`src/rtl/pico_conf_pkg.sv`:
```
// rtl/pico_conf_pkg.sv - command/response codes and FSM states for pico_conf_loader (honours PICO_CONF_READBACK_EN)
package pico_conf_pkg;

  localparam logic [7:0] CMD_WRITE = 8'h01;
  localparam logic [7:0] CMD_READ  = 8'h02;
  localparam logic [7:0] CMD_START = 8'h03;
  localparam logic [7:0] CMD_HALT  = 8'h04;

  localparam logic [7:0] RSP_WR_ACK    = 8'hA1;
  localparam logic [7:0] RSP_START_ACK = 8'hA3;
  localparam logic [7:0] RSP_HALT_ACK  = 8'hA4;
  localparam logic [7:0] RSP_LOCKED    = 8'hE1;
  localparam logic [7:0] RSP_ERROR     = 8'hEE;

  typedef enum logic [2:0] {
    ST_IDLE    = 3'd0,
    ST_ADDR    = 3'd1,
    ST_DATA    = 3'd2,
    ST_WR      = 3'd3,
`ifdef PICO_CONF_READBACK_EN
    ST_RD      = 3'd4,
    ST_RD_WAIT = 3'd5,
`endif
    ST_RSP     = 3'd6
  } state_t;

endpackage

```
`src/rtl/pico_conf_rsp_ser.sv`:
```
// rtl/pico_conf_rsp_ser.sv - shifts a 1- or 4-byte response out LSB first on tx_valid/tx_ready
module pico_conf_rsp_ser (
  input  logic        clk,
  input  logic        reset,
  input  logic        load,
  input  logic [31:0] load_word,
  input  logic        load_len4,
  output logic        tx_valid,
  output logic [7:0]  tx_data,
  input  logic        tx_ready,
  output logic        done
);

  // Bytes still queued behind the one currently on tx_data.
  logic [23:0] pending;
  logic [1:0]  byte_cnt;

  assign done = tx_valid & tx_ready & (byte_cnt == 2'd0);

  // Present the low byte on load, then step to the next byte on every handshake.
  always_ff @(posedge clk or posedge reset) begin
    if (reset) begin
      tx_valid <= 1'b0;
      tx_data  <= 8'h00;
      pending  <= 24'h0;
      byte_cnt <= 2'd0;
    end else if (load) begin
      tx_valid <= 1'b1;
      tx_data  <= load_word[7:0];
      pending  <= load_word[31:8];
      byte_cnt <= load_len4 ? 2'd3 : 2'd0;
    end else if (tx_valid && tx_ready) begin
      if (byte_cnt == 2'd0) begin
        tx_valid <= 1'b0;
      end else begin
        tx_data  <= pending[7:0];
        pending  <= {8'h00, pending[23:8]};
        byte_cnt <= byte_cnt - 2'd1;
      end
    end
  end

endmodule

```
`src/rtl/pico_conf_loader.sv`:
```
// rtl/pico_conf_loader.sv - framed byte-stream initiator for the PicoSoC config port (READ needs PICO_CONF_READBACK_EN)
module pico_conf_loader
  import pico_conf_pkg::*;
#(
  parameter int RD_LATENCY     = 1,
  parameter int TIMEOUT_CYCLES = 1000000
) (
  input  logic        clk,
  input  logic        reset,
  input  logic        rx_valid,
  input  logic [7:0]  rx_data,
  output logic        rx_ready,
  output logic        tx_valid,
  output logic [7:0]  tx_data,
  input  logic        tx_ready,
  output logic        conf_sel,
  output logic        conf_wren,
  output logic        conf_rden,
  output logic [31:0] conf_addr,
  output logic [31:0] conf_wdata,
  input  logic [31:0] conf_rdata
);

  localparam logic [31:0] TMO_LAST = 32'(TIMEOUT_CYCLES - 1);

  state_t      state;
  logic        is_write;
  logic [1:0]  byte_cnt;
  logic [31:0] tmo_cnt;

  logic        rx_fire;
  logic        last_byte;
  logic        timed_out;
  logic        rsp_load;
  logic        rsp_len4;
  logic [31:0] rsp_word;
  logic        rsp_done;

`ifdef PICO_CONF_READBACK_EN
  logic        rden_q;
  logic [2:0]  lat_cnt;
  assign conf_rden = rden_q;
`else
  // Readback hardware is absent; the read port and its latency are deliberately unused.
  logic        unused_readback;
  assign conf_rden       = 1'b0;
  assign unused_readback = ^{conf_rdata, 3'(RD_LATENCY)};
`endif

  // Bytes are only taken while a frame is being assembled, never during reset.
  assign rx_ready  = ~reset & ((state == ST_IDLE) | (state == ST_ADDR) | (state == ST_DATA));
  assign rx_fire   = rx_valid & rx_ready;
  assign last_byte = rx_fire & (byte_cnt == 2'd3);
  assign timed_out = ~rx_fire & (tmo_cnt == TMO_LAST);

  // Decide which response (if any) enters the serializer this cycle.
  always_comb begin
    rsp_load = 1'b0;
    rsp_len4 = 1'b0;
    rsp_word = 32'h0;
    case (state)
      ST_IDLE: begin
        if (rx_fire) begin
          case (rx_data)
            CMD_WRITE: ;
`ifdef PICO_CONF_READBACK_EN
            CMD_READ:  ;
`endif
            CMD_START: begin rsp_load = 1'b1; rsp_word = {24'h0, RSP_START_ACK}; end
            CMD_HALT:  begin rsp_load = 1'b1; rsp_word = {24'h0, RSP_HALT_ACK};  end
            default:   begin rsp_load = 1'b1; rsp_word = {24'h0, RSP_ERROR};     end
          endcase
        end
      end
      ST_ADDR: begin
        if (timed_out) begin
          rsp_load = 1'b1;
          rsp_word = {24'h0, RSP_ERROR};
`ifdef PICO_CONF_READBACK_EN
        end else if (last_byte && !is_write && !conf_sel) begin
          rsp_load = 1'b1;
          rsp_word = {24'h0, RSP_LOCKED};
`endif
        end
      end
      ST_DATA: begin
        if (timed_out) begin
          rsp_load = 1'b1;
          rsp_word = {24'h0, RSP_ERROR};
        end else if (last_byte && !conf_sel) begin
          rsp_load = 1'b1;
          rsp_word = {24'h0, RSP_LOCKED};
        end
      end
      ST_WR: begin
        rsp_load = 1'b1;
        rsp_word = {24'h0, RSP_WR_ACK};
      end
`ifdef PICO_CONF_READBACK_EN
      // The serializer's shift register doubles as the readback capture register.
      ST_RD_WAIT: begin
        if (lat_cnt == 3'(RD_LATENCY)) begin
          rsp_load = 1'b1;
          rsp_len4 = 1'b1;
          rsp_word = conf_rdata;
        end
      end
`endif
      default: ;
    endcase
  end

  // Frame decoder: assembles address/data, issues strobes and owns conf_sel.
  always_ff @(posedge clk or posedge reset) begin
    if (reset) begin
      state      <= ST_IDLE;
      is_write   <= 1'b0;
      byte_cnt   <= 2'd0;
      tmo_cnt    <= 32'd0;
      conf_sel   <= 1'b1;
      conf_wren  <= 1'b0;
      conf_addr  <= 32'h0;
      conf_wdata <= 32'h0;
`ifdef PICO_CONF_READBACK_EN
      rden_q     <= 1'b0;
      lat_cnt    <= 3'd0;
`endif
    end else begin
      conf_wren <= 1'b0;
`ifdef PICO_CONF_READBACK_EN
      rden_q    <= 1'b0;
`endif
      case (state)
        ST_IDLE: begin
          byte_cnt <= 2'd0;
          tmo_cnt  <= 32'd0;
          if (rx_fire) begin
            if (rx_data == CMD_WRITE) begin
              is_write <= 1'b1;
              state    <= ST_ADDR;
`ifdef PICO_CONF_READBACK_EN
            end else if (rx_data == CMD_READ) begin
              is_write <= 1'b0;
              state    <= ST_ADDR;
`endif
            end else begin
              // conf_sel flips on the same edge the ack enters the serializer.
              if (rx_data == CMD_START) conf_sel <= 1'b0;
              else if (rx_data == CMD_HALT) conf_sel <= 1'b1;
              state <= ST_RSP;
            end
          end
        end
        ST_ADDR: begin
          if (rx_fire) begin
            conf_addr[{byte_cnt, 3'b000} +: 8] <= rx_data;
            byte_cnt <= byte_cnt + 2'd1;
            tmo_cnt  <= 32'd0;
            if (last_byte) begin
              if (is_write) begin
                state <= ST_DATA;
`ifdef PICO_CONF_READBACK_EN
              end else if (conf_sel) begin
                rden_q <= 1'b1;
                state  <= ST_RD;
`endif
              end else begin
                state <= ST_RSP;
              end
            end
          end else if (timed_out) begin
            byte_cnt <= 2'd0;
            state    <= ST_RSP;
          end else begin
            tmo_cnt <= tmo_cnt + 32'd1;
          end
        end
        ST_DATA: begin
          if (rx_fire) begin
            conf_wdata[{byte_cnt, 3'b000} +: 8] <= rx_data;
            byte_cnt <= byte_cnt + 2'd1;
            tmo_cnt  <= 32'd0;
            if (last_byte) begin
              if (conf_sel) begin
                conf_wren <= 1'b1;
                state     <= ST_WR;
              end else begin
                state <= ST_RSP;
              end
            end
          end else if (timed_out) begin
            byte_cnt <= 2'd0;
            state    <= ST_RSP;
          end else begin
            tmo_cnt <= tmo_cnt + 32'd1;
          end
        end
        ST_WR: begin
          state <= ST_RSP;
        end
`ifdef PICO_CONF_READBACK_EN
        ST_RD: begin
          lat_cnt <= 3'd1;
          state   <= ST_RD_WAIT;
        end
        ST_RD_WAIT: begin
          if (rsp_load) state <= ST_RSP;
          else lat_cnt <= lat_cnt + 3'd1;
        end
`endif
        ST_RSP: begin
          if (rsp_done) state <= ST_IDLE;
        end
        default: state <= ST_IDLE;
      endcase
    end
  end

  pico_conf_rsp_ser u_rsp_ser (
    .clk       (clk),
    .reset     (reset),
    .load      (rsp_load),
    .load_word (rsp_word),
    .load_len4 (rsp_len4),
    .tx_valid  (tx_valid),
    .tx_data   (tx_data),
    .tx_ready  (tx_ready),
    .done      (rsp_done)
  );

endmodule

```
`config.mk`:
```
export PLATFORM = sky130hd
export DESIGN_NAME = pico_conf_loader
export DESIGN_NICKNAME = d
export VERILOG_FILES = /design/src/rtl/pico_conf_pkg.sv /design/src/rtl/pico_conf_rsp_ser.sv /design/src/rtl/pico_conf_loader.sv
export SDC_FILE = /design/constraint.sdc
export NUM_CORES = 1
export LEC_CHECK = 0
export BUFFER_PORTS_ARGS = -buffer_cell sky130_fd_sc_hd__buf_2
export CAP_MARGIN = 20
export CORE_UTILIZATION = 35
export CTS_BUF_LIST = sky130_fd_sc_hd__clkbuf_8 sky130_fd_sc_hd__clkbuf_16
export CTS_CLUSTER_DIAMETER = 80
export DETAILED_ROUTE_END_ITERATION = 8
export PLACE_DENSITY = 0.61
export SETUP_SLACK_MARGIN = 0.15
export SLEW_MARGIN = 10
export SYNTH_ARGS = -nofsm -noshare
export SYNTH_HDL_FRONTEND = slang
export SYNTH_SLANG_ARGS = --single-unit
```
`constraint.sdc`:
```
create_clock -name clk -period 5.35 [get_ports clk]
set_input_delay 1.605 -clock clk [delete_from_list [all_inputs] [get_ports clk]]
set_output_delay 1.605 -clock clk [all_outputs]
set_load 0.02 [all_outputs]
```
==> impl_metrics.yaml, run 1 <==
timing:
  postLayoutSetupSlackWorst_ns: 1.71
  timing_hold_violations_final: 0
  final_max_slew_viol_count: 0
  worstMarginPinSlew_ns: 0.961
  finalCritPeriodShare_pct: 68.1
  skew_ns: 0.00718
  period_minus_slack_ns: 3.64
  grt_setup_unrepaired: "false"
  setup_tns_ns: 0
  setup_viol: 0
  max_freq_mhz: 275
  slew_headroom_pct: 35.9
power_and_ir_drop:
  static-leakage-power_uw: 0.00323
  vdd_ir_drop_max_mv: 0.200
  power.density_nw_per_um2: 409
die:
  start_util_pct: 36.4
  die_h_um: 126
  rows: 44
  die_area_um2: 15900
  die_w_um: 126
  pin_count: 121
  core_um2: 14800
place:
  dp_hpwl_um: 9080
  finalWeightedCongestion: 0.792
  pre_cts_ws_ns: 1.17
  port_buffers: 86
setup_path:
  cp_slowest_cell: "or4_2"
  worstSetupStartpointType: "primary input"
  endpoint_kind: "flip-flop"
  worst-setup-path-type: "in -> reg"
  crit_required_ns: 5.69
  crit_family: "simple AND/OR/NAND/NOR gates"
  cp_cell_sequence: "buf_2, nor2b_1, or3_1, o41ai_4, buf_6, or4_2, a21oi_1"
  crit_buf_inv: 2
  cpPeakStageDelay_ns: 0.65
  worstPathMaxFanout: 22
  cp.arrival_ns: 3.99
global_route:
  grt_pass1_vias: 4389
  grt_pass1_wl_um: 22700
  overflow: 0
  grt_start_max_net_pins: 79
  grtUsageTotal_pct: 18.1
  antenna_found_initial: 0
yosys:
  synth_mux_area_share_pct: 10.0
  ys_warn_count: 0
  syn_area_um2: 5370
  synthAdderAreaFrac_pct: 1.40
  synthArstFlopShare_pct: 100
  yosys.area.top_type: "dfrtp_1"
  synthCells: 500
  synth.top_cell.area_share_pct: 52.2
  synthSimpleGateAreaFrac_pct: 19.4
  ys.flop_type: "dfrtp_1"
  synth-edff-count: 0
  synth-xor-area-share_pct: 0.652
  synthTopCellsByArea: "dfrtp_1 (52%), mux2_2 (9.6%), nand2_1 (3.6%)"
  synth_cell_types: 51
  synth-compound-area-share_pct: 13.3
  ys_seq_area_share_pct: 52.6
  syn_avg_cell_area_um2: 10.7
  ys_seq_elements: 113
  synth_top_family_by_area: "simple AND/OR/NAND/NOR gates"
final_layout:
  final_common_cell: "dfrtp_1"
  n_fill_cell: 1394
  drive_above_1_share_pct: 29.9
  antennaDiodeCount: 0
  area_growth_pct: 22.3
  nets: 639
  layout_common_cells: "dfrtp_1 (112), buf_2 (86), nand2_1 (51), mux2_2 (46), o21ai_0 (36)"
clock_network:
  cts_hold_buf: 0
  post_cts_buffers: 0
  cts.sinks: 113
  clk_pin_slew_ns: 0.06
  clk_root_buffer_cell: "clkbuf_16"
  worstSkewPairLatency_ns: 0.42
  max-clock-path-buffers: 2
  h-tree-depth: 4
  cts_tree: "yes"
  cts_resized: 0
  numCtsBuffers: 17
job:
  maxCapViolCount: 0
status:
  status: "completed"
worst_hold_path:
  hold_class: "reg -> reg"
routing:
  dr.pass1.iters: 4
  met3WireLength_um: 871
  drc_errors: 0
  vias_per_cell: 5.41
  drt-met1-wl_um: 5890
  highest_layer: "met4"
  wl_per_cell_um: 16.8
  ant_nets: 0
  routed_wl_um: 13200
  met2_length_um: 6320
  routed-via-count: 4254
  drtIter0Drc: 285
-- metrics by stage --
| step | instance area [um^2] | cells | hold slack (ns) | util, % | power (uW) |
|---|---|---|---|---|---|
| 6_report | 6570 | 786 | 0.481 | 44.6 | 2690 |
| 3_3_place_gp | 5970 | 753 | 0.459 | 40.5 | 1560 |
| 4_1_cts | 6560 | 785 | 0.485 | 44.5 | 2720 |
| 2_1_floorplan | 5380 | 501 | 0.436 | - | 1390 |
| 3_5_place_dp | 5970 | 753 | 0.472 | 40.5 | 1570 |
| 5_1_grt | 6570 | 786 | 0.515 | 44.6 | 2830 |
-- worst reg2reg max path: cells and delay by family (launching register included) --
kind             cells  cell delay (ns)
AO/OA/AOI/OAI        3             0.88
flip-flops           1             0.51
AND/OR/NAND/NOR      2             1.20
-- kinds of logic (layout without fill, tap and decap cells) --
kind of cell | Yosys count | count (layout)
flops | 113 | 113
mux | 48 | 48
buf+inv | 32 | 133
xor+xnor | 4 | 4
other cells | 1 | 2
compound gates | 108 | 108
fa+ha+maj | 6 | 6
simple gates | 188 | 188
-- final timing paths --
path	from	end	slack, ns	cells past startpoint
max	reset	tmo_cnt[29]	1.71	7
min	conf_wdata[31]	conf_wdata[31]	0.48	2
max reg2reg	state[2]	u_rsp_ser.tx_data[6]	2.63	5
min reg2reg	conf_wdata[31]	conf_wdata[31]	0.48	2
max in group asynchronous	reset	conf_wdata[27]	2.75	3
min in group asynchronous	reset	tmo_cnt[8]	1.26	2
-- synthesized netlist by cell type (2+ instances only) --
cell	number
and3_1	8
mux2_2	46
a311o_1	2
nand4_1	5
nor4_1	6
buf_4	3
xnor2_1	2
o221ai_1	2
dfrtp_1	112
nand2b_1	8
nor3_1	7
clkbuf_1	12
nor3b_1	3
a21o_1	4
nand3_1	22
inv_1	10
o21ai_0	36
a22o_1	16
xor2_1	2
or3_1	10
buf_2	6
a21oi_1	21
a31oi_1	4
o211ai_1	6
or3_2	3
and2_1	25
ha_1	6
nand2_1	51
or4_1	7
nor4_4	2
mux2i_1	2
nor2b_1	2
o31ai_1	10
nand3b_1	3
nor2_1	20
-- routing by layer --
| layer | GRT usage, % | vias to the layer above |
|---|---|---|
| met1 | 22.6 | 2122 |
| met3 | 6.54 | 17 |
| met4 | 5.67 | 0 |
| li1 | - | 2002 |
| met5 | 0 | - |
| met2 | 29.2 | 113 |
-- cell type report --
| type | instances | area, um^2 | area share, % |
|---|---|---|---|
| multi-input cells | 356 | 2410 | 36.7 |
| clock buffers | 18 | 439 | 6.68 |
| flip-flops and latches | 113 | 2830 | 43.0 |
| repair buffers | 91 | 472 | 7.18 |
| well taps | 184 | 230 | 3.50 |
| inverters | 10 | 40.0 | 0.609 |
| clock inverters | 14 | 154 | 2.34 |
-- registers in the layout, summed over array words and instances, names as in the netlist --
name                count
conf_wren               1
is_write                1
byte_cnt                2
tmo_cnt                32
state                   3
conf_addr              32
conf_wdata             32
conf_sel                1
u_rsp_ser.byte_cnt      2
u_rsp_ser.tx_valid      1
u_rsp_ser.tx_data       6
-- power by group --
group	internal, uW	total [uW]	switching [uW]	leakage [uW]
Combinational	190	560	370	0.00142
Clock	702	1130	426	0.000284
Sequential	929	1000	74.0	0.00153
No activity file was read; power rests on OpenSTA's default activity.
==> inputs of run 2 (changes only) <==
==> constraint.sdc (replaced) <==
create_clock -name clk -period 3.7 [get_ports clk]
set_input_delay 1.11 -clock clk [delete_from_list [all_inputs] [get_ports clk]]
set_output_delay 1.11 -clock clk [all_outputs]
set_load 0.02 [all_outputs]
==> run 2 against run 1 <==
Power increased by 50%. Final area increased by 1.3%. Setup slack got worse by 0.71 ns. Utilization increased by 0.57 points. Die area unchanged. Sequential share of layout area decreased by 0.54 points. Highest routed layer unchanged.
==> impl_metrics.yaml, run 2 (same netlist as run 1, synthesis figures left out) <==
job:
  maxCapViolCount: 0
final_layout:
  antennaDiodeCount: 0
  layout_common_cells: "dfrtp_1 (112), buf_2 (86), nand2_1 (51), mux2_2 (46), o21ai_0 (36)"
  reg_top3: "conf_addr (32), conf_wdata (32), tmo_cnt (32)"
  drive_above_1_share_pct: 30.4
  fin_area_um2: 6660
  multi_input_comb_area_um2: 2410
  post-route-util_pct: 45.1
  final_common_cell: "dfrtp_1"
  instances_no_fill: 790
  nets: 644
  n_fill_cell: 1423
  area_growth_pct: 23.9
  seqCellArea_um2: 2830
routing:
  wl_per_cell_um: 16.9
  vias_per_cell: 5.40
  routed_wl_um: 13300
  drc_errors: 0
  drtIter0Drc: 258
  dr.pass1.iters: 4
  ant_nets: 0
  routed-via-count: 4264
timing:
  period_minus_slack_ns: 2.71
  setup_viol: 0
  grt_setup_unrepaired: "false"
  timing_hold_violations_final: 0
  setup_tns_ns: 0
  worstMarginPinSlew_ns: 0.963
  final_max_slew_viol_count: 0
  finalCritPeriodShare_pct: 73.2
  slew_headroom_pct: 35.3
  max_freq_mhz: 369
  skew_ns: 0.0166
clock_network:
  cts_hold_buf: 0
  cts_tree: "yes"
  numCtsBuffers: 17
  post_cts_buffers: 0
  clk_pin_slew_ns: 0.05
  clk_root_buffer_cell: "clkbuf_16"
  cts.sinks: 113
  max-clock-path-buffers: 2
  cts_resized: 0
  h-tree-depth: 4
  worstSkewPairLatency_ns: 0.42
global_route:
  grtUsageTotal_pct: 18.0
  grt_pass1_vias: 4343
  antenna_found_initial: 0
  grt_start_max_net_pins: 114
  grt_pass1_wl_um: 22400
  overflow: 0
power_and_ir_drop:
  comb_power_share_pct: 20.7
  static-leakage-power_uw: 0.00327
  switchingPower_uw: 1260
  sequentialPowerShare_pct: 36.1
  sw_frac_of_total_pct: 31.4
  vdd_ir_drop_max_mv: 0.367
  power.density_nw_per_um2: 605
  p_int_uw: 2760
  clkPwrFrac_pct: 43.2
place:
  port_buffers: 86
  placed_area_um2: 6030
  dp_hpwl_um: 9260
  dp.cells: 759
  finalWeightedCongestion: 0.835
setup_path:
  crit_required_ns: 3.99
  cp.arrival_ns: 3.00
  worstSetupStartpointType: "primary input"
  worst-setup-path-type: "in -> reg"
  endpoint_kind: "flip-flop"
  worstPathMaxFanout: 6
  rrSetupSlack_ns: 1.13
die:
  start_util_pct: 36.4
  rows: 44
  core_um2: 14800
  pin_count: 121
  die_h_um: 126
  die_w_um: 126
  die_area_um2: 15900
status:
  status: "completed"
worst_hold_path:
  hold_class: "reg -> reg"
-- run 2: cell types whose count changed in the layout (fill, tap and decap cells not counted), sizes merged --
| cell | previous run | this run |
|---|---|---|
| bufinv | 2 | 4 |
| clkinv | 5 | 3 |
| inv | 14 | 13 |
| buf | 91 | 96 |
| clkinvlp | 3 | 4 |
| clkbuf | 18 | 17 |
-- run 2: final cells by class --
type	count	share of cell area (%)
Multi-Input combinational cell	356	36.2
Tap cell	184	3.46
Inverter	10	0.620
Sequential cell	113	42.5
Timing Repair Buffer	96	7.78
Clock inverter	14	3.06
Clock buffer	17	6.39
-- run 2: per-stage QoR --
stage / hold slack (ns) / total power, uW / setup WS (ns)
after global placement: 0.463 / 2290 / 0.585
after CTS: 0.478 / 4070 / 0.969
final: 0.476 / 4030 / 0.993
after detailed placement: 0.465 / 2310 / 0.538
after global routing: 0.519 / 4220 / 0.833
after floorplan: 0.436 / 2020 / 0.185
-- run 2: critical path, cell delays in order --
cell     delay [ns]
buf_2          0.16
nor4_1         0.49
or4b_1         0.55
or3_1          0.33
a311o_1        0.36
-- run 2: power by group through the flow --
stage                     logic, uW  clock network (uW)  registers [uW]
after floorplan                 488                   0            1530
after global placement          824                   0            1460
after detailed placement        839                   0            1470
after CTS                       841                1770            1450
after global routing            921                1820            1470
final                           832                1740            1460
-- run 2: final timing paths --
kind,startpoint,end,depth (start not counted)
worst min-delay path,is_write,is_write,2
worst max register to register,tmo_cnt[3],tmo_cnt[29],5
worst min register to register,is_write,is_write,2
max in group asynchronous,reset,conf_wdata[11],3
min in group asynchronous,reset,conf_addr[7],3
worst max-delay path,rx_data[5],state[1],5
-- run 2: per-layer routing --
layer / track usage [%] / wire [um] / up-vias
met5: 0 / 0 / -
met4: 6.95 / 233 / 0
met3: 5.69 / 848 / 19
met2: 28.7 / 6320 / 105
met1: 22.7 / 5910 / 2128
li1: - / - / 2012
